`config.mk`:
```
export PLATFORM = sky130hd
export DESIGN_NAME = divider_control
export DESIGN_NICKNAME = d
export VERILOG_FILES = /design/src/rtl/div_ctrl_pkg.sv /design/src/rtl/div_iter_counter.sv /design/src/rtl/divider_control.sv
export SDC_FILE = /design/constraint.sdc
export NUM_CORES = 1
export LEC_CHECK = 0
export CORE_AREA = 4 4 49 51
export DETAILED_ROUTE_END_ITERATION = 10
export DIE_AREA = 0 0 53 55
export SLEW_MARGIN = 20
export SYNTH_ARGS = -nofsm -noshare
export SYNTH_HDL_FRONTEND = slang
export SYNTH_HIERARCHICAL = 1
export SYNTH_SLANG_ARGS = --single-unit
```
`constraint.sdc`:
```
create_clock -name clk -period 5.18 [get_ports clk]
set_input_delay 1.036 -clock clk [delete_from_list [all_inputs] [get_ports clk]]
set_output_delay 1.036 -clock clk [all_outputs]
set_load 0.03 [all_outputs]
```
`src/rtl/div_ctrl_pkg.sv`:
```
// Shared types and constants for the restoring-divider controller.
//   div_state_t : 3-bit FSM state encoding (8 states)
//   DIV_WIDTH   : default operand width / iteration count
package div_ctrl_pkg;

  localparam int DIV_WIDTH = 32;

  typedef enum logic [2:0] {
    S_IDLE    = 3'd0,
    S_LOAD    = 3'd1,
    S_INIT    = 3'd2,
    S_SUB     = 3'd3,
    S_CHK     = 3'd4,
    S_RESTORE = 3'd5,
    S_FINAL   = 3'd6,
    S_DONE    = 3'd7
  } div_state_t;

endpackage

```
`src/rtl/div_iter_counter.sv`:
```
// Iteration counter for the divider loop.
//   clk, Reset : clock, async active-high reset
//   clr        : clear counter (takes priority over inc)
//   inc        : count one loop shift
//   tc         : terminal count, evaluated on the value the counter takes
//                at the coming edge (next cnt == WIDTH), so the FSM can
//                leave the loop on the same edge that records the last shift
module div_iter_counter #(
  parameter int WIDTH = 32,
  parameter int CNT_W = 6
) (
  input  logic clk,
  input  logic Reset,
  input  logic clr,
  input  logic inc,
  output logic tc
);

  localparam logic [CNT_W-1:0] TC_VAL = CNT_W'(WIDTH);

  logic [CNT_W-1:0] cnt, cnt_nxt;

  always_comb begin
    cnt_nxt = cnt;
    if (clr)      cnt_nxt = '0;
    else if (inc) cnt_nxt = cnt + 1'b1;
  end

  assign tc = (cnt_nxt == TC_VAL);

  always_ff @(posedge clk or posedge Reset) begin
    if (Reset) cnt <= '0;
    else       cnt <= cnt_nxt;
  end

endmodule

```
`src/rtl/divider_control.sv`:
```
// Control FSM for a restoring shift-subtract divider datapath.
// Sequences load / initial shift / WIDTH x (subtract, check, [restore])
// / final correction, then pulses done for one cycle.
// Optional feature macro: DIV_ZERO_CHECK_EN (divide-by-zero short-cut).
// Ports:
//   clk, Reset        clock, async active-high reset
//   start             request, sampled in IDLE only
//   rem_msb           remainder sign bit after subtract
//   divisor_zero      divisor == 0 (only with DIV_ZERO_CHECK_EN)
//   rem_load, alu_sub, rem_write, rem_sll, sll_bit, rem_srl_hi
//                     datapath controls (datapath samples on negedge)
//   busy, done        status; done is a one-cycle pulse
//   div_zero_err      divide-by-zero flag, coincident with done
module divider_control
  import div_ctrl_pkg::*;
#(
  parameter int WIDTH = DIV_WIDTH,
  parameter int CNT_W = 6
) (
  input  logic clk,
  input  logic Reset,
  input  logic start,
  input  logic rem_msb,
  input  logic divisor_zero,
  output logic rem_load,
  output logic alu_sub,
  output logic rem_write,
  output logic rem_sll,
  output logic sll_bit,
  output logic rem_srl_hi,
  output logic busy,
  output logic done,
  output logic div_zero_err
);

  div_state_t state, state_nxt;
  logic       chk_neg;   // sign of the subtract result, held through CHK
  logic       cnt_inc, cnt_clr, cnt_tc;

  // The datapath writes the subtract result at the SUB negedge, so rem_msb
  // is valid at the SUB->CHK edge. It changes again at the CHK negedge
  // (restore or shift), so the CHK decision is taken from this captured copy
  // to keep both the CHK controls and the CHK exit consistent.
  always_ff @(posedge clk or posedge Reset) begin
    if (Reset)              chk_neg <= 1'b0;
    else if (state == S_SUB) chk_neg <= rem_msb;
  end

  assign cnt_inc = ((state == S_CHK) && !chk_neg) || (state == S_RESTORE);
  assign cnt_clr = (state == S_DONE);

  div_iter_counter #(.WIDTH(WIDTH), .CNT_W(CNT_W)) u_cnt (
    .clk   (clk),
    .Reset (Reset),
    .clr   (cnt_clr),
    .inc   (cnt_inc),
    .tc    (cnt_tc)
  );

`ifdef DIV_ZERO_CHECK_EN
  logic zero_hit, zerr_q;
  assign zero_hit = (state == S_IDLE) && start && divisor_zero;

  always_ff @(posedge clk or posedge Reset) begin
    if (Reset) zerr_q <= 1'b0;
    else       zerr_q <= zero_hit;
  end

  assign div_zero_err = zerr_q && (state == S_DONE);
`else
  logic zero_hit;
  logic unused_divisor_zero;
  assign zero_hit            = 1'b0;
  assign unused_divisor_zero = divisor_zero;
  assign div_zero_err        = 1'b0;
`endif

  always_comb begin
    state_nxt = state;
    case (state)
      S_IDLE:    if (zero_hit)   state_nxt = S_DONE;
                 else if (start) state_nxt = S_LOAD;
      S_LOAD:    state_nxt = S_INIT;
      S_INIT:    state_nxt = S_SUB;
      S_SUB:     state_nxt = S_CHK;
      S_CHK:     if (chk_neg)    state_nxt = S_RESTORE;
                 else            state_nxt = cnt_tc ? S_FINAL : S_SUB;
      S_RESTORE: state_nxt = cnt_tc ? S_FINAL : S_SUB;
      S_FINAL:   state_nxt = S_DONE;
      S_DONE:    state_nxt = S_IDLE;
      default:   state_nxt = S_IDLE;
    endcase
  end

  always_ff @(posedge clk or posedge Reset) begin
    if (Reset) state <= S_IDLE;
    else       state <= state_nxt;
  end

  always_comb begin
    rem_load   = 1'b0;
    alu_sub    = 1'b0;
    rem_write  = 1'b0;
    rem_sll    = 1'b0;
    sll_bit    = 1'b0;
    rem_srl_hi = 1'b0;
    done       = 1'b0;
    busy       = 1'b1;
    case (state)
      S_IDLE:    busy = 1'b0;
      S_LOAD:    rem_load = 1'b1;
      S_INIT:    rem_sll  = 1'b1;
      S_SUB:     begin alu_sub = 1'b1; rem_write = 1'b1; end
      S_CHK:     if (chk_neg) rem_write = 1'b1;          // add divisor back
                 else begin rem_sll = 1'b1; sll_bit = 1'b1; end
      S_RESTORE: rem_sll = 1'b1;
      S_FINAL:   rem_srl_hi = 1'b1;
      S_DONE:    begin busy = 1'b0; done = 1'b1; end
      default:   busy = 1'b0;
    endcase
  end

endmodule

```
==> results.py <==
metrics = {
    "critical_path": {
        "start_kind": "flop",
        "ff2ff_setup_slack_ns": 2.67,
        "crit_arrival_ns": 2.20,
        "max_stage_delay_ns": 0.78,
        "criticalPathCategory": "reg2out",
        "path_max_fanout": 11,
        "cp.required_ns": 4.14,
        "rr_worst_depth": 9,
        "crit_chain": "nand2_2 -> nor2_1 -> clkdlybuf4s50_1",
        "r2r_end": "state[2]",
        "slowest_stage": "clkdlybuf4s50_1",
        "end_kind": "primary output",
        "r2r_start": "state[0]",
    },
    "yosys": {
        "postSynthAreaPerCell_um2": 9.426,
        "syn_area_um2": 565.5,
        "synth_top_area_share_pct": 44.25,
        "synthArstFlopShare_pct": 100.0,
        "synth_top_area_cell": "dfrtp_1",
        "synth-compound-area-share_pct": 13.50,
        "yosys-top-cells-area": "dfrtp_1 44%, nor2_1 6.0%, xor2_1 4.6%",
        "synthCells": 60,
        "synthAdderAreaFrac_pct": 2.212,
        "synth_nets": 66,
        "yosys.cell_types.count": 33,
        "synth_seq_area_share_pct": 44.25,
        "ys_seq_elements": 10,
        "synth-simple-area-share_pct": 23.89,
        "synth_xor_area_share_pct": 6.195,
        "synth_mux_area_share_pct": 3.761,
        "synth_edf_count": 0,
        "synth-warning-count": 6,
        "synth_top_family_by_area": "simple AND/OR/NAND/NOR gates",
        "synthFlopType": "dfrtp_1",
    },
    "run_status": {
        "status": "finished, final reports clean",
    },
    "timing": {
        "hold_viol_final": 0,
        "post-route-min-period_ns": 3.234,
        "finalCritPeriodShare_pct": 62.44,
        "timing.slew.headroom_pct": 60.41,
        "grt_setup_unrepaired": "false",
        "max_slew.worst_pin.slew_ns": 0.5917,
        "fmax_mhz": 309.2,
        "slew_viol_final": 0,
        "fin_setup_tns_ns": 0,
        "setup_violations": 0,
        "fin_worst_skew_ns": 0.0003912,
    },
    "detailed_routing": {
        "vias": 474,
        "via_per_inst": 4.788,
        "drc": 0,
        "drtAntennaViolNets": 0,
        "dr.pass1.iters": 4,
        "initialDrtViolationCount": 7,
        "finalWirelength_um": 1121,
        "wire_per_inst_um": 11.32,
    },
    "layout": {
        "fin_cells": 99,
        "n_antenna_cell": 0,
        "synthToLayoutAreaGrowth_pct": 27.21,
        "fin_util_pct": 37.05,
        "seqCellArea_um2": 250.2,
        "nets": 80,
        "fill_cells": 211,
        "drive_gt1_share_pct": 15.28,
        "multi_input_area_um2": 284.0,
    },
    "floorplan": {
        "die_w_um": 53,
        "initial_core_util_pct": 29.12,
        "rows": 16,
        "core_mm2": 0.001942,
        "die-area_mm2": 0.002915,
        "die_y_um": 55,
        "boundaryPins": 14,
    },
    "hold_path": {
        "whs_path_depth": 2,
        "min-delay-start": "u_cnt/cnt[5]",
        "hp-class": "reg2reg",
        "whs_endpoint": "u_cnt/cnt[5]",
    },
    "cts": {
        "cts_inserted_buffers": 3,
        "clkLatencyLatePin_ns": 0.26,
        "clockBufferDepth": 2,
        "cts_root_buf": "clkbuf_4",
        "htree_levels": 1,
        "ctsHoldBuffers": 0,
        "cts_tree": "yes",
        "cts_resized": 0,
        "clk_pin_slew_ns": 0.06,
        "numClockSinks": 10,
        "postCtsSetupRepairBufs": 0,
    },
    "power": {
        "power_leakage_nw": 0.3127,
        "p_per_area_mw_per_mm2": 612.3,
        "irDropWorstVdd_uv": 299.6,
    },
    "global_route": {
        "grt_pass1_wl_um": 1994,
        "grt_pass1_vias": 484,
        "grt_start_max_net_pins": 12,
        "antenna_found_initial": 0,
        "grtUsageTotal_pct": 9.584,
        "overflow": 0,
    },
    "placed_design": {
        "place.gp.congestion": 0.7321,
        "dp.cells": 96,
        "numPortBuffers": 11,
        "dp_hpwl_um": 887.8,
    },
    "flow_run": {
        "maxCapViolations": 0,
    },
}
==> synthesized netlist by cell type (2+ instances only) <==
master and n:
nor2_1 9, xor2_1 3, dfrtp_1 10, a21oi_1 2
inv_1 4, nand2_1 2, o21ai_0 4
==> layer usage <==
metal / up-vias / routed length, um / share of wire, % / GRT usage (%)
met5: - / 0 / 0 / 0
met4: 0 / 8 / 0.71 / 2.553
met3: 3 / 104 / 9.3 / 5.898
met2: 16 / 504 / 45 / 15.08
met1: 226 / 504 / 45 / 10.93
li1: 229 / - / - / -
==> worst max-delay path: cells and delay by family (launching register included) <==
| kind | cells | cell delay (ns) |
|---|---|---|
| flip-flops | 1 | 0.56 |
| AND/OR/NAND/NOR | 2 | 0.58 |
| buffers and inverters | 1 | 0.78 |
==> how the worst max path moves through the flow <==
stage / cells past startpoint / end / slack [ns] / startpoint
after floorplan: 3 / busy / 2.60 / state[2]
after global placement: 3 / done / 2.23 / state[1]
after detailed placement: 3 / done / 2.22 / state[1]
after CTS: 3 / done / 1.92 / state[1]
after global routing: 3 / done / 1.73 / state[1]
final: 3 / done / 1.95 / state[1]
==> cell usage in the layout, fill, tap and decap left out, drive strengths merged <==
cell	count
inv	5
and2	1
or3	1
nor4	1
dfrtp	10
nor2	10
xnor2	1
a31o	2
nand2	3
nor4b	1
nor3	2
mux2i	1
clkdlybuf4s50	11
mux2	1
and2b	1
clkbuf	3
conb	1
xor2	3
a21oi	3
and3	1
nand4	2
a31oi	1
a21o	1
o22ai	1
ha	1
o21ai	4
==> area by class of cell <==
cell class              instances  area share, %
flip-flops and latches         10          34.78
repair buffers                 11          15.30
well taps                      27          4.696
clock buffers                   3          3.130
inverters                       5          2.609
multi-input cells              43          39.48
==> power breakdown <==
| part | leakage (nW) | total [W] | internal [W] | switching [W] |
|---|---|---|---|---|
| logic | 0.170 | 0.000239 | 0.000102 | 0.000137 |
| clock network | 0.0138 | 0.0000519 | 0.0000268 | 0.0000251 |
| registers | 0.129 | 0.000150 | 0.000105 | 0.0000449 |
| total | 0.313 | 0.000441 | 0.000234 | 0.000207 |
==> through the flow <==
step           worst slack [ns]  instance area, um^2  total power, W  hold WS, ns
2_1_floorplan             2.602                565.5       0.0003108       0.5162
3_3_place_gp              2.230                696.9       0.0003905       0.5360
3_5_place_dp              2.216                696.9       0.0003914       0.5409
4_1_cts                   1.919                719.4       0.0004475       0.5500
5_1_grt                   1.729                719.4       0.0004780       0.6175
6_report                  1.946                719.4       0.0004405       0.5462
==> sequential cells by signal (all words and copies together) (netlist names) <==
register,cells
u_cnt/cnt,6
state,3
chk_neg,1
==> kinds of logic (layout without fill, tap and decap cells) <==
kind of cell               count (synthesis)  after routing
and+or+nand+nor                           23             23
AOI/OAI and AO/OA                         12             12
DFF                                       10             10
buffers and inverters                      7             19
xor gates and xnor gates                   4              4
muxes                                      2              2
adders and majority gates                  1              1
other                                      1              1
Power figures use the tool's default switching activity.
